**config.mk**
```make
export PLATFORM = sky130hd
export DESIGN_NAME = i2c_reg_target
export DESIGN_NICKNAME = d
export VERILOG_FILES = /design/src/rtl/i2c_pkg.sv /design/src/rtl/i2c_sync_edge.sv /design/src/rtl/i2c_reg_target.sv
export SDC_FILE = /design/constraint.sdc
export NUM_CORES = 1
export LEC_CHECK = 0
export ABC_AREA = 1
export CAP_MARGIN = 0
export CELL_PAD_IN_SITES_DETAIL_PLACEMENT = 1
export CELL_PAD_IN_SITES_GLOBAL_PLACEMENT = 1
export CORE_MARGIN = 4
export CORE_UTILIZATION = 40
export DETAILED_ROUTE_END_ITERATION = 8
export PLACE_DENSITY_LB_ADDON = 0.1
export SLEW_MARGIN = 10
export SYNTH_ARGS = -nofsm -noshare
export SYNTH_HDL_FRONTEND = slang
export SYNTH_HIERARCHICAL = 1
export SYNTH_SLANG_ARGS = --single-unit
```
**constraint.sdc**
```tcl
create_clock -name clk -period 2.5 [get_ports clk]
set_clock_uncertainty 0.2 [all_clocks]
set_input_delay 0.5 -clock clk [delete_from_list [all_inputs] [get_ports clk]]
set_output_delay 0.5 -clock clk [all_outputs]
set_load 0.01 [all_outputs]
```
**src/rtl/i2c_pkg.sv**
```systemverilog
// Shared types and constants for the I2C register target.
package i2c_pkg;

    localparam int unsigned WL = 8;
    localparam int unsigned CW = 4;

    localparam logic ACK  = 1'b0;
    localparam logic NACK = 1'b1;

    typedef logic [3:0] state_t;

    localparam state_t ST_IDLE      = 4'd0;
    localparam state_t ST_ADDR      = 4'd1;
    localparam state_t ST_ADDR_ACK  = 4'd2;
    localparam state_t ST_PTR       = 4'd3;
    localparam state_t ST_PTR_ACK   = 4'd4;
    localparam state_t ST_WDATA     = 4'd5;
    localparam state_t ST_WDATA_ACK = 4'd6;
    localparam state_t ST_RDATA     = 4'd7;
    localparam state_t ST_RD_MACK   = 4'd8;
    localparam state_t ST_WAIT      = 4'd9;

    // Register pointer width; at least one bit so a 1-entry file still has an index.
    function automatic int unsigned ptr_width(input int unsigned n);
        return (n > 1) ? $clog2(n) : 1;
    endfunction

endpackage

```
**src/rtl/i2c_sync_edge.sv**
```systemverilog
// SCL/SDA synchronisers followed by a registered edge, START and STOP detector.
module i2c_sync_edge #(
    parameter int unsigned SYNC_STAGES = 2
) (
    input  logic clk,
    input  logic rst_n,
    input  logic scl_i,
    input  logic sda_i,
    output logic s_scl,
    output logic s_sda,
    output logic scl_rise,
    output logic scl_fall,
    output logic start_det,
    output logic stop_det
);

    logic [SYNC_STAGES-1:0] scl_sync;
    logic [SYNC_STAGES-1:0] sda_sync;
    logic                   scl_new;
    logic                   sda_new;

    assign scl_new = scl_sync[SYNC_STAGES-1];
    assign sda_new = sda_sync[SYNC_STAGES-1];

    // Edge flags are registered alongside s_scl/s_sda so they line up with the sampled levels.
    always_ff @(posedge clk or negedge rst_n) begin
        if (!rst_n) begin
            scl_sync  <= '1;
            sda_sync  <= '1;
            s_scl     <= 1'b1;
            s_sda     <= 1'b1;
            scl_rise  <= 1'b0;
            scl_fall  <= 1'b0;
            start_det <= 1'b0;
            stop_det  <= 1'b0;
        end else begin
            scl_sync  <= {scl_sync[SYNC_STAGES-2:0], scl_i};
            sda_sync  <= {sda_sync[SYNC_STAGES-2:0], sda_i};
            s_scl     <= scl_new;
            s_sda     <= sda_new;
            scl_rise  <= scl_new & ~s_scl;
            scl_fall  <= ~scl_new & s_scl;
            start_det <= scl_new & s_scl & s_sda & ~sda_new;
            stop_det  <= scl_new & s_scl & ~s_sda & sda_new;
        end
    end

endmodule

```
**src/rtl/i2c_reg_target.sv**
```systemverilog
// I2C target with an auto-incrementing register file exposed as a flat bus.
module i2c_reg_target
    import i2c_pkg::*;
#(
    parameter logic [6:0]  DEV_ADDR    = 7'h2A,
    parameter int unsigned NUM_REGS    = 8,
    parameter int unsigned SYNC_STAGES = 2
) (
    input  logic                               clk,
    input  logic                               rst_n,
    input  logic                               ena,
    input  logic                               scl_i,
    input  logic                               sda_i,
    output logic                               sda_oe,
    output logic [NUM_REGS*WL-1:0]             regs_o,
    output logic                               wr_stb,
    output logic [ptr_width(NUM_REGS)-1:0]     wr_idx,
    output logic                               busy
);

    localparam int unsigned PW       = ptr_width(NUM_REGS);
    localparam logic [CW-1:0] CNT_FULL = CW'(WL);

    logic s_scl, s_sda, scl_rise, scl_fall, start_det, stop_det;

    i2c_sync_edge #(
        .SYNC_STAGES (SYNC_STAGES)
    ) u_sync (
        .clk       (clk),
        .rst_n     (rst_n),
        .scl_i     (scl_i),
        .sda_i     (sda_i),
        .s_scl     (s_scl),
        .s_sda     (s_sda),
        .scl_rise  (scl_rise),
        .scl_fall  (scl_fall),
        .start_det (start_det),
        .stop_det  (stop_det)
    );

    state_t          state, state_nxt;
    logic [CW-1:0]   bit_cnt, cnt_nxt;
    logic [WL-1:0]   shreg, shreg_nxt;
    logic [PW-1:0]   ptr, ptr_nxt;
    logic            oe_nxt, busy_nxt, stb_nxt;
    logic [PW-1:0]   idx_nxt;
    logic            reg_we;
    logic [WL-1:0]   regs [NUM_REGS];
    logic [WL-1:0]   rx_byte;
    logic [WL-1:0]   rd_byte;
    logic            fall_ok;

    assign rx_byte = {shreg[WL-2:0], s_sda};
    assign rd_byte = regs[ptr];
    // SDA may only move once SCL is seen low.
    assign fall_ok = scl_fall & ~s_scl;

    for (genvar k = 0; k < NUM_REGS; k++) begin : g_flat
        assign regs_o[k*WL +: WL] = regs[k];
    end

    always_ff @(posedge clk or negedge rst_n) begin
        if (!rst_n) begin
            state   <= ST_IDLE;
            bit_cnt <= '0;
            shreg   <= '0;
            ptr     <= '0;
            sda_oe  <= 1'b0;
            busy    <= 1'b0;
            wr_stb  <= 1'b0;
            wr_idx  <= '0;
            for (int k = 0; k < NUM_REGS; k++) regs[k] <= '0;
        end else begin
            state   <= state_nxt;
            bit_cnt <= cnt_nxt;
            shreg   <= shreg_nxt;
            ptr     <= ptr_nxt;
            sda_oe  <= oe_nxt;
            busy    <= busy_nxt;
            wr_stb  <= stb_nxt;
            wr_idx  <= idx_nxt;
            if (reg_we) regs[ptr] <= rx_byte;
        end
    end

    always_comb begin
        state_nxt = state;
        cnt_nxt   = bit_cnt;
        shreg_nxt = shreg;
        ptr_nxt   = ptr;
        oe_nxt    = sda_oe;
        busy_nxt  = busy;
        stb_nxt   = 1'b0;
        idx_nxt   = wr_idx;
        reg_we    = 1'b0;

        if (!ena || stop_det) begin
            state_nxt = ST_IDLE;
            cnt_nxt   = '0;
            oe_nxt    = 1'b0;
            busy_nxt  = 1'b0;
        end else if (start_det) begin
            state_nxt = ST_ADDR;
            cnt_nxt   = '0;
            oe_nxt    = 1'b0;
        end else begin
            case (state)
                ST_ADDR, ST_PTR, ST_WDATA: begin
                    if (scl_rise && bit_cnt < CNT_FULL) begin
                        shreg_nxt = rx_byte;
                        cnt_nxt   = bit_cnt + CW'(1);
                        if (state == ST_WDATA && bit_cnt == CNT_FULL - CW'(1)) begin
                            reg_we  = 1'b1;
                            stb_nxt = 1'b1;
                            idx_nxt = ptr;
                            ptr_nxt = ptr + PW'(1);
                        end
                    end else if (fall_ok && bit_cnt == CNT_FULL) begin
                        cnt_nxt = '0;
                        if (state == ST_ADDR) begin
                            if (shreg[WL-1:1] == DEV_ADDR) begin
                                state_nxt = ST_ADDR_ACK;
                                oe_nxt    = 1'b1;
                                busy_nxt  = 1'b1;
                            end else begin
                                state_nxt = ST_WAIT;
                                busy_nxt  = 1'b0;
                            end
                        end else if (state == ST_PTR) begin
                            ptr_nxt   = PW'(shreg);
                            oe_nxt    = 1'b1;
                            state_nxt = ST_PTR_ACK;
                        end else begin
                            oe_nxt    = 1'b1;
                            state_nxt = ST_WDATA_ACK;
                        end
                    end
                end
                ST_ADDR_ACK: begin
                    if (fall_ok) begin
                        cnt_nxt = '0;
                        if (shreg[0]) begin
                            state_nxt = ST_RDATA;
                            shreg_nxt = rd_byte;
                            oe_nxt    = ~rd_byte[WL-1];
                        end else begin
                            state_nxt = ST_PTR;
                            oe_nxt    = 1'b0;
                        end
                    end
                end
                ST_PTR_ACK, ST_WDATA_ACK: begin
                    if (fall_ok) begin
                        state_nxt = ST_WDATA;
                        cnt_nxt   = '0;
                        oe_nxt    = 1'b0;
                    end
                end
                ST_RDATA: begin
                    if (scl_rise && bit_cnt < CNT_FULL) begin
                        cnt_nxt = bit_cnt + CW'(1);
                    end else if (fall_ok && bit_cnt == CNT_FULL) begin
                        state_nxt = ST_RD_MACK;
                        cnt_nxt   = '0;
                        oe_nxt    = 1'b0;
                        ptr_nxt   = ptr + PW'(1);
                    end else if (fall_ok && bit_cnt != '0) begin
                        shreg_nxt = {shreg[WL-2:0], 1'b0};
                        oe_nxt    = ~shreg[WL-2];
                    end
                end
                ST_RD_MACK: begin
                    // bit_cnt==1 marks a master ACK seen on the rising edge.
                    if (scl_rise) begin
                        if (s_sda == NACK) begin
                            state_nxt = ST_WAIT;
                            busy_nxt  = 1'b0;
                        end else begin
                            cnt_nxt = CW'(1);
                        end
                    end else if (fall_ok && bit_cnt == CW'(1)) begin
                        state_nxt = ST_RDATA;
                        cnt_nxt   = '0;
                        shreg_nxt = rd_byte;
                        oe_nxt    = ~rd_byte[WL-1];
                    end
                end
                default: ;
            endcase
        end
    end

endmodule
```
# Word level (Yosys, flattened, before mapping)
# Cells that the tools add are included.
dict set report word_totals {
  ff_bits 99
  inputBits 5
  out_inout_bits 70
  wordCells 196
}
dict set report op_classes {
  addsub 2
  n_lt_le_gt_ge 3
  n_eq_ne 46
  n_mux 77
  bitwise 17
  n_reduce_logical 26
}
# op n
set op_table {}
lappend op_table {{$mux W8} 11}
lappend op_table {{$mux W4} 21}
lappend op_table {{$bwmux W64} 1}
lappend op_table {{$pmux W8 S4} 1}
lappend op_table {{$ne A4 B3 Y1 const B} 7}
lappend op_table {{$mux W1} 27}
lappend op_table {{$bmux W8 S3} 1}
lappend op_table {{$demux W8 S3} 1}
lappend op_table {{$mux W3} 8}
lappend op_table {{$ne A3 B3 Y1 const B} 7}
lappend op_table {{$eq A4 B3 Y1 const B} 5}
lappend op_table {{$ne A2 B2 Y1 const B} 10}
lappend op_table {{$pmux W4 S5} 1}
lappend op_table {{$reduce_and A10 Y1} 2}
lappend op_table {{$reduce_and A9 Y1} 2}
lappend op_table {{$ne A5 B4 Y1 const B} 3}
lappend op_table {{$pmux W4 S3} 1}
lappend op_table {{$reduce_and A11 Y1} 1}
lappend op_table {{$reduce_and A5 Y1} 2}
lappend op_table {{$and A1 B1 Y1} 8}
lappend op_table {{$eq A4 B1 Y1 const B} 2}
lappend op_table {{$eq A4 B2 Y1 const B} 2}
lappend op_table {{$eq A4 B4 Y1 const B} 2}
lappend op_table {{$not A1 Y1} 8}
lappend op_table {{29 further kinds} 37}

# Logic depth before layout (Yosys ltp)
# Gate-level depths: netlist of run 1.
dict set report logic_depth {
  ltp_word 10
  mapped_depth 12
  mapped_depth_nobuf 12
}

# Hierarchy
# The synthesis of run 1 kept the hierarchy.
# mod instances cells_per_inst area_per_inst_um2 seq_area_each_um2
set modules_own_cells {}
lappend modules_own_cells {i2c_reg_target 1 678 5022.3 2227.1}
lappend modules_own_cells {i2c_sync_edge 1 21 299.0 257.7}

# Least setup slack after synthesis of run 1
# No wires, ideal clock.
dict set report synth_timing {
  path_kind {flip-flop to flip-flop}
  start {reg ptr[0]}
  end {reg shreg[0]}
  setup_ns 0.120
  arrival_ns 1.498
  required_ns 2.180
  setup_slack_ns 0.681
  stages_incl_launch_ff 10
  path_buffers 2
  synth_period_minus_slack_ns 1.819
  cell_sequence {dfrtp_1 buf_2 buf_2 or2_2 o211ai_1 nand2_1 o21ai_0 o21ai_0 nand2_1 nand2_1}
}
dict set report synth_via {
  elab_chain_cells 7
  elab_cells_between_ends 9
  cone_classes {mux (8); bitwise (1)}
}
# element line
set synth_rtl {}
lappend synth_rtl {{start: declaration} i2c_reg_target.sv:44} ;# logic [PW-1:0] ptr, ptr_nxt;
lappend synth_rtl {{start signal: assignment} i2c_reg_target.sv:77} ;# ptr <= ptr_nxt;
lappend synth_rtl {{$not A3 Y4 (not written as such) (*)} i2c_reg_target.sv:54} ;# assign rd_byte = regs[ptr];
lappend synth_rtl {{$bmux W8 S3 (*)} i2c_reg_target.sv:54}
lappend synth_rtl {{$mux W8 (not written as such) (*) (2 in a row)} i2c_reg_target.sv:54}
lappend synth_rtl {{$mux W8 (on tied branches)} {i2c_reg_target.sv:181, i2c_reg_target.sv:142}}
lappend synth_rtl {{$mux W8 (on tied branches)} {i2c_reg_target.sv:174, i2c_reg_target.sv:140}}
lappend synth_rtl {{$pmux W8 S4 (*)} i2c_reg_target.sv:107} ;# case (state)
lappend synth_rtl {{end signal: assignment} i2c_reg_target.sv:76} ;# shreg <= shreg_nxt;
lappend synth_rtl {{end: declaration} i2c_reg_target.sv:43} ;# logic [WL-1:0] shreg, shreg_nxt;
# Mark *: on every way between the ends. The rest lies on a longest branch, timed or not. The select of a mux whose other input is x is not followed.
# A chain may end at the register's enable or synchronous reset.

# Worst setup path in the final report of run 1
dict set report layout_timing {
  start {reg state[0]}
  end {reg shreg[4]}
}
dict set report layout_via {
  elab_chain_cells 4
  elab_cells_between_ends 18
  cone_classes {eq/ne (14); mux (1); reduce/logical (3)}
}
# element line
set layout_rtl {}
lappend layout_rtl {{start: declaration} i2c_reg_target.sv:41} ;# state_t state, state_nxt;
lappend layout_rtl {{start signal: assignment} i2c_reg_target.sv:74} ;# state <= state_nxt;
lappend layout_rtl {{$eq A4 B3 Y1 (tied with other cells)} i2c_reg_target.sv:107}
lappend layout_rtl {{$reduce_or A3 Y1} i2c_reg_target.sv:107}
lappend layout_rtl {{$reduce_bool A4 Y1 (no line) / $ne A2 B2 Y1 (equally long branches)} -}
lappend layout_rtl {{$reduce_and A11 Y1 (no line)} -}
# Several ways; a longest one is shown, not always the timed one.

==> results of run 1 <==
-- timing repair --
action / 4_1_cts / 5_1_grt
hold endpoints to repair: 26 / 0
resized for setup: 0 / 0
hold buffers: 1 / 0
setup endpoints to repair: 0 / 0
-- per-layer routing --
metal / GRT usage (%) / vias to the layer above
met2: 39.9 / 99
li1: - / 2400
met4: 7.82 / 0
met5: 0 / -
met3: 3.43 / 15
met1: 36.5 / 2449
-- flip-flops by register name, summed over array words and instances, names as in the netlist, 2 cells and up --
signal / cells
state: 4
shreg: 8
u_sync/sda_sync: 2
ptr: 3
bit_cnt: 4
wr_idx: 3
u_sync/scl_sync: 2
regs_o: 64
-- cell families after synthesis --
group                    after synthesis  synth area share, %
AO/OA/AOI/OAI                        113                 11.2
XOR/XNOR                               1                0.165
adder cells (fa/ha/maj)                4                0.941
buffers and inverters                 99                 8.35
flip-flops                            99                 46.7
AND/OR/NAND/NOR                      383                 32.6
-- cell type report --
cell class / instances / area [sq um]
well taps: 172 / 215
repair buffers: 96 / 943
fillers: 1606 / 6180
inverters: 78 / 298
clock inverters: 7 / 80.1
flip-flops and latches: 99 / 2490
multi-input cells: 501 / 2390
clock buffers: 9 / 225
-- synthesized netlist by cell type, drive strengths merged --
library cell  number
nand4              6
a21oi              6
dfrtp             93
or2                7
nand3b             1
nand3             52
inv               78
nor2              66
o211ai            12
nand2            251
buf               15
ha                 4
xor2               1
clkbuf             6
a31oi              1
dfstp              6
o21ai             94
-- metrics by stage --
stage | instances | hold WS (ns)
2_1_floorplan | 699 | 0.00441
3_3_place_gp | 945 | 0.148
3_5_place_dp | 945 | 0.147
4_1_cts | 962 | 0.163
5_1_grt | 962 | 0.169
6_report | 962 | 0.161
-- worst max-delay path by stage --
stage | endpoint | cells past startpoint | start
floorplan | shreg[0] | 9 | ptr[0]
global placement | state[2] | 11 | ena
detailed placement | state[0] | 13 | ena
CTS | shreg[4] | 10 | state[0]
global route | shreg[0] | 7 | ptr[0]
finish | shreg[4] | 10 | state[0]
-- power by group --
group,switching (mW),internal [mW],total (mW)
registers,0.188,1.71,1.90
logic,1.40,0.613,2.01
clock network,0.677,0.795,1.47
total,2.26,3.12,5.38
==> qor.yml, run 1 <==
flow_run:
  drv_cap: 0
synthesis:
  yosys.area.top_type: "dfrtp_1"
  syn_area_sq_um: 5320
  yosysWarnings: 6
  yosys-top-cells-area: "dfrtp_1 (44%), nand2_1 (17%), o21ai_1 (6.0%)"
  synth_fp_nets: 708
  ys_ff_latch: 99
  syn_avg_cell_area_sq_um: 7.61
  synthCells: 699
  seq_area_frac_synth_pct: 46.7
  ys_types: 29
  yosysTopAreaCellShare_pct: 43.7
final_layout:
  layout_common_cells: "nand2_1 (244), dfrtp_1 (92), inv_1 (73), clkdlybuf4s50_1 (73), o21ai_1 (64)"
  stdcell_area_sq_um: 6640
  nets: 794
  fin_util_pct: 51.8
  antenna_cells: 0
  area_growth_pct: 24.8
  layout-drive-gt1-share_pct: 10.4
  final_common_cell: "nand2_1"
timing:
  setup_viol: 0
  clock.fmax_ghz: 0.446
  layout_worst_path_cycle_share_pct: 89.8
  min_period_ns: 2.24
  maxSlewViolCount: 0
  maxSlewHeadroom_pct: 59.1
  fin_tns_setup_ns: 0
  worst_pin_slew_ns: 0.613
  rsz0062_at_grt: "false"
  hold_violations: 0
  fin_ws_ns: 0.255
place:
  dpl.hpwl_microns: 13600
  post-place-ws_ns: 0.0244
  place_area_sq_um: 6320
  gp_congestion: 0.844
  io_buffers: 74
worst_setup_path:
  worst-path-max-fanout: 12
  cpMaxStageDelayCell: "dfrtp_1"
  reg2regPathDepth: 10
  rrSetupSlack_ns: 0.26
  worstReg2RegStart: "state[0]"
  r2r-end: "shreg[4]"
  cpMostUsedCell: "nand2_1"
  cp_slowest_stage_delay_ns: 0.57
  arrival_ns: 2.28
  worst-path-buf-inv: 2
  required_ns: 2.54
  startpoint_type: "flip-flop"
  path_cells: "inv_4, nand2_1, nor2_2, buf_4, nand2_1, nand2_1, nor2_1, nand4_1, nand2_1, nand2_1"
  critPathKind: "flip-flop to flip-flop"
  critPathCaptureType: "flip-flop"
  path_delay_family: "simple AND/OR/NAND/NOR gates"
global_route:
  grt-ovfl-total: 0
  antenna_found_initial: 0
  grt_max_degree: 34
  track_usage_pct: 25.4
  grt_pass1_vias: 5254
  grt_pass1_wl_microns: 29200
route:
  wire_per_inst_microns: 18.6
  drt-met1-wl_microns: 8580
  wl_met2_microns: 8310
  ant_nets: 0
  drt-vias-per-instance: 5.16
  drcViolationCount: 0
  drtIter0Drc: 263
  met3_length_microns: 760
  firstDrtPassIters: 4
  vias: 4963
  routed.top_layer: "met4"
  wl_microns: 17900
die:
  die_w_microns: 123
  start_util_pct: 41.5
  die_h_microns: 123
  design.die.area_sq_um: 15200
  num_rows: 41
  core_sq_um: 12800
  io_pins: 75
clocking:
  cts.sinks: 99
  clk_path_buf_depth: 2
  htreeDepth: 3
  clk_pin_slew_ns: 0.07
  insertion_delay_ns: 0.36
  cts_tree: "done"
  numCtsBuffers: 9
  post_cts_buffers: 0
  clockRootBuffer: "clkbuf_16"
min_path:
  hp-class: "flip-flop to flip-flop"
  min_from: "u_sync/scl_sync[0]"
  holdPathEnd: "u_sync/scl_sync[1]"
  hold_depth: 0
outcome:
  outcome: "completed"
pwr:
  powerDensity_nw_per_um2: 810
  ir_worst_vdd_uv: 465
  power_mw: 5.38
  leakage_nw: 3.16
Note: power is estimated with default switching activity, not from simulation.
==> run 2, diff against run 1 <==
--- a/config.mk
+++ b/config.mk
@@ -6,11 +6,12 @@
 export NUM_CORES = 1
 export LEC_CHECK = 0
 export ABC_AREA = 1
+export ABC_CLOCK_PERIOD_IN_PS = 2780
 export CAP_MARGIN = 0
 export CELL_PAD_IN_SITES_DETAIL_PLACEMENT = 1
 export CELL_PAD_IN_SITES_GLOBAL_PLACEMENT = 1
-export CORE_MARGIN = 4
-export CORE_UTILIZATION = 40
+export CORE_MARGIN = 5
+export CORE_UTILIZATION = 43
 export DETAILED_ROUTE_END_ITERATION = 8
 export PLACE_DENSITY_LB_ADDON = 0.1
 export SLEW_MARGIN = 10
==> constraint.sdc (replaced) <==
create_clock -name clk -period 2.78 [get_ports clk]
set_clock_uncertainty 0.2 [all_clocks]
set_input_delay 0.556 -clock clk [delete_from_list [all_inputs] [get_ports clk]]
set_output_delay 0.556 -clock clk [all_outputs]
set_load 0.01 [all_outputs]
==> run 2 against run 1 <==
Against the previous run: setup slack improved by 0.18 ns; via count increased by 1.6%; sequential power decreased by 10%; wire length decreased by 0.51%; highest routed layer unchanged.
==> qor.yml, run 2 (same netlist as run 1, synthesis figures left out) <==
clocking:
  clockRootBuffer: "clkbuf_16"
  clk_path_buf_depth: 2
  cts_tree: "done"
  post_cts_buffers: 0
  clk_pin_slew_ns: 0.07
  hold_buffers: 0
  insertion_delay_ns: 0.35
  htreeDepth: 3
  numCtsBuffers: 9
  cts_resized: 0
  cts.sinks: 99
die:
  io_pins: 75
  die_h_microns: 121
  die_w_microns: 121
  start_util_pct: 44.1
  core_sq_um: 12100
  num_rows: 40
  design.die.area_sq_um: 14700
place:
  post-place-ws_ns: 0.127
  place_area_sq_um: 6230
  gp_congestion: 0.943
  dpl.hpwl_microns: 13300
  dp.cells: 932
  io_buffers: 74
pwr:
  ir_worst_vdd_uv: 552
  seqPwrFrac_pct: 36.2
  powerDensity_nw_per_um2: 724
  clockPowerShare_pct: 27.4
  power_mw: 4.73
  swShare_pct: 41.9
  p_switching_mw: 1.99
  pwr-share-comb_pct: 36.3
  power.internal_mw: 2.75
  leakage_nw: 3.10
route:
  drcViolationCount: 0
  ant_nets: 0
  vias: 5040
  firstDrtPassIters: 4
  wl_microns: 17800
  drtIter0Drc: 290
  drt-vias-per-instance: 5.32
  wire_per_inst_microns: 18.8
worst_setup_path:
  startpoint_type: "flip-flop"
  r2r-end: "shreg[0]"
  critPathCaptureType: "flip-flop"
  critPathKind: "flip-flop to flip-flop"
  reg2regPathDepth: 7
  crit_start: "ptr[0]"
  rrSetupSlack_ns: 0.44
  worst-path-buf-inv: 1
  cp_slowest_stage_delay_ns: 0.65
  path_delay_family: "compound AO/OA/AOI/OAI gates"
  arrival_ns: 2.38
  cpMaxStageDelayCell: "dfrtp_2"
  worstReg2RegStart: "ptr[0]"
  path_cells: "inv_1, o21ai_0, nand2_1, o21ai_0, o21ai_0, nand2_1, nand2_1"
  required_ns: 2.82
  worst-path-max-fanout: 24
global_route:
  grt-ovfl-total: 0
  grt_pass1_wl_microns: 28600
  grt_max_degree: 43
  track_usage_pct: 25.3
  antenna_found_initial: 0
  grt_pass1_vias: 5175
timing:
  fin_ws_ns: 0.440
  worst_pin_slew_ns: 0.641
  maxSlewViolCount: 0
  setup_viol: 0
  fin_tns_setup_ns: 0
  fin_hold_ws_ns: 0.00145
  min_period_ns: 2.34
  clock.fmax_ghz: 0.427
  maxSlewHeadroom_pct: 57.2
  rsz0062_at_grt: "false"
  layout_worst_path_cycle_share_pct: 84.2
  hold_violations: 0
final_layout:
  layout_common_cells: "nand2_1 (244), dfrtp_1 (92), inv_1 (73), clkdlybuf4s50_1 (73), o21ai_1 (64)"
  final_common_cell: "nand2_1"
  fin_util_pct: 54.2
  antenna_cells: 0
  fin_cells: 948
  area_growth_pct: 22.8
  stdcell_area_sq_um: 6540
  layout-drive-gt1-share_pct: 9.36
  nets: 784
  largest_reg_flops: 64
outcome:
  outcome: "completed"
min_path:
  hp-class: "input pin to async pin"
flow_run:
  drv_cap: 0
-- run 2: power groups by stage --
stage	Clock [mW]	Combinational, mW	Sequential [mW]
final	1.30	1.72	1.71
after global routing	1.38	1.91	1.73
after CTS	1.33	1.72	1.71
after floorplan	0	1.18	1.64
after global placement	0	1.65	1.73
after detailed placement	0	1.70	1.74
-- run 2: how the worst max path moves through the flow --
stage | to | slack, ns | cells after the start
global placement | state[2] | 0.25 | 13
CTS | bit_cnt[0] | 0.45 | 9
global route | bit_cnt[0] | 0.20 | 9
floorplan | regs_o[62] | 0.94 | 8
finish | shreg[0] | 0.44 | 7
detailed placement | state[0] | 0.13 | 13
-- run 2: layout make-up --
class                      instances  area (sq um)
clock buffer                       9           225
clock inverter                     7          83.8
fill                            1504          5530
inverter                          78           298
multi-input combinational        501          2390
sequential                        99          2490
tap                              168           210
timing repair buffer              86           841
-- run 2: worst register-to-register path, cell delays in order (launching register included) --
cell	delay [ns]
dfrtp_2	0.65
inv_1	0.41
o21ai_0	0.45
nand2_1	0.09
o21ai_0	0.18
o21ai_0	0.12
nand2_1	0.08
nand2_1	0.05
-- run 2: layer usage --
metal	wire length [microns]	share of wire (%)	global-route usage, %	vias up
met2	8310	47	40.4	116
met5	0	0	0	-
met1	8420	47	36.0	2531
met4	141	0.79	3.85	0
met3	934	5.2	6.06	13
li1	-	-	-	2380
==> run 3, diff against run 2 <==
--- a/config.mk
+++ b/config.mk
@@ -6,12 +6,12 @@
 export NUM_CORES = 1
 export LEC_CHECK = 0
 export ABC_AREA = 1
-export ABC_CLOCK_PERIOD_IN_PS = 2780
+export ABC_CLOCK_PERIOD_IN_PS = 2400
 export CAP_MARGIN = 0
 export CELL_PAD_IN_SITES_DETAIL_PLACEMENT = 1
 export CELL_PAD_IN_SITES_GLOBAL_PLACEMENT = 1
 export CORE_MARGIN = 5
-export CORE_UTILIZATION = 43
+export CORE_UTILIZATION = 40
 export DETAILED_ROUTE_END_ITERATION = 8
 export PLACE_DENSITY_LB_ADDON = 0.1
 export SLEW_MARGIN = 10
==> constraint.sdc (replaced) <==
create_clock -name clk -period 2.4 [get_ports clk]
set_clock_uncertainty 0.2 [all_clocks]
set_input_delay 0.48 -clock clk [delete_from_list [all_inputs] [get_ports clk]]
set_output_delay 0.48 -clock clk [all_outputs]
set_load 0.01 [all_outputs]
==> run 3 against run 2 <==
Against the previous run: core utilization down 3.4 points; first-iteration DRC count down 32%; cell area up 2.1%; wire length down 2.1%; power up 17%; global-route usage down 2.4 points; setup slack worse by 0.32 ns.
==> qor.yml, run 3 (same netlist as run 1, synthesis figures left out) <==
clocking:
  clockRootBuffer: "clkbuf_16"
  numCtsBuffers: 9
  insertion_delay_ns: 0.36
  clk_path_buf_depth: 2
  cts_tree: "done"
  clk_pin_slew_ns: 0.07
  cts.sinks: 99
  cts_resized: 0
  htreeDepth: 3
final_layout:
  regArea_sq_um: 2490
  n_fill_cell: 1649
  stdcell_area_sq_um: 6670
  layout-drive-gt1-share_pct: 11.0
  final_common_cell: "nand2_1"
  area_growth_pct: 25.4
  layout_common_cells: "nand2_1 (244), dfrtp_1 (92), inv_1 (73), clkdlybuf4s50_1 (73), o21ai_1 (64)"
  multi_input_area_sq_um: 2390
  antenna_cells: 0
  nets: 802
  fin_cells: 974
  largest_reg_flops: 64
timing:
  rsz0062_at_grt: "true"
  fin_hold_ws_ns: 0.156
  maxSlewHeadroom_pct: 57.9
  min_period_ns: 2.28
  maxSlewViolCount: 0
  setup_viol: 0
  fin_tns_setup_ns: 0
  hold_violations: 0
  clock.fmax_ghz: 0.439
  worst_pin_slew_ns: 0.632
  layout_worst_path_cycle_share_pct: 95.0
route:
  drt-vias-per-instance: 5.13
  ant_nets: 0
  vias: 5001
  firstDrtPassIters: 4
  drtIter0Drc: 198
  wire_per_inst_microns: 17.9
  drcViolationCount: 0
  wl_microns: 17400
worst_setup_path:
  crit_start: "ptr[0]"
  crit_path_end: "shreg[1]"
  worst-path-max-fanout: 17
  r2r-end: "shreg[1]"
  rrSetupSlack_ns: 0.12
  arrival_ns: 2.32
  required_ns: 2.44
  startpoint_type: "flip-flop"
  cpMaxStageDelayCell: "dfrtp_2"
  critPathKind: "flip-flop to flip-flop"
  path_delay_family: "flip-flops"
  path_cells: "inv_1, nand2_1, nand3_1, o21ai_0, o21ai_0, nand2_1, nand3_1, nand2_1"
  critPathCaptureType: "flip-flop"
  cp_slowest_stage_delay_ns: 0.54
  path_depth: 8
  reg2regPathDepth: 8
  worst-path-buf-inv: 1
  cpMostUsedCell: "nand2_1"
  worstReg2RegStart: "ptr[0]"
flow_run:
  drv_cap: 0
global_route:
  grt-ovfl-total: 0
  grt_util_met2_pct: 41.4
  grt_pass1_wl_microns: 28600
  antenna_found_initial: 0
  grt_util_met1_pct: 27.7
  grt_pass1_vias: 5236
  grt_max_degree: 46
  met3_usage_pct: 3.97
  track_usage_pct: 22.9
  top_usage_layer: "met2"
die:
  design.die.area_sq_um: 15700
  start_util_pct: 40.5
  die_h_microns: 125
  core_sq_um: 13100
  io_pins: 75
  num_rows: 42
  die_w_microns: 125
outcome:
  outcome: "completed"
pwr:
  powerDensity_nw_per_um2: 827
  power_mw: 5.52
  ir_worst_vdd_uv: 421
  leakage_nw: 3.18
place:
  dpl.hpwl_microns: 13500
  dp.cells: 957
  place_area_sq_um: 6360
  gp_congestion: 0.883
  io_buffers: 74
min_path:
  hp-class: "flip-flop to flip-flop"
  min_from: "u_sync/scl_sync[0]"
-- run 3: changes by cell type in the layout (fill, tap and decap cells not counted) --
cell           before  now
inv_8               1    0
clkinv_2            0    1
buf_4              12   29
clkbuf_8            0    1
clkinv_4            3    0
dlygate4sd3_1       0    1
clkbuf_1            0    2
-- run 3: worst register-to-register path, stage by stage, from the launching register on --
cell and delay (ns):
dfrtp_2 0.54, inv_1 0.49, nand2_1 0.13, nand3_1 0.17, o21ai_0 0.10, o21ai_0 0.32
nand2_1 0.08, nand3_1 0.09, nand2_1 0.05
-- run 3: worst min-delay path by stage --
| stage | endpoint | cells after the start | slack, ns |
|---|---|---|---|
| finish | u_sync/scl_sync[1] | 0 | 0.16 |
| global route | u_sync/scl_sync[1] | 0 | 0.16 |
| CTS | u_sync/scl_sync[1] | 0 | 0.16 |
| detailed placement | u_sync/scl_sync[1] | 0 | 0.15 |
| global placement | u_sync/scl_sync[1] | 0 | 0.15 |
| floorplan | bit_cnt[0] | 0 | -0.02 |
-- run 3: final cells by class --
type                            count  share of cell area, %
Clock inverter                      4                  0.769
Timing Repair Buffer              104                   14.7
Clock buffer                       12                   3.69
Inverter                           78                   4.46
Tap cell                          176                   3.30
Sequential cell                    99                   37.3
Multi-Input combinational cell    501                   35.9
-- run 3: what timing repair did --
action / in CTS / in global routing
hold endpoints to repair: 38 / 0
setup endpoints to repair: 0 / 1
hold buffers: 1 / 0
setup buffers: 0 / 0
-- run 3: power by group --
part | internal [mW] | total [mW] | switching, mW
sequential | 1.78 | 1.96 | 0.177
clock | 0.841 | 1.51 | 0.667
combinational | 0.640 | 2.05 | 1.41
-- run 3: metal layers --
layer / vias up / wire, microns
met4: 0 / 425
li1: 2405 / -
met1: 2501 / 7450
met3: 25 / 486
met2: 70 / 9070
met5: - / 0
-- run 3: per-stage QoR --
step	setup WS, ns	utilization (%)
global route	-0.0240	50.8
finish	0.120	50.8
floorplan	0.581	-
detailed placement	-0.0717	48.4
global placement	0.0148	48.4
CTS	0.117	50.8
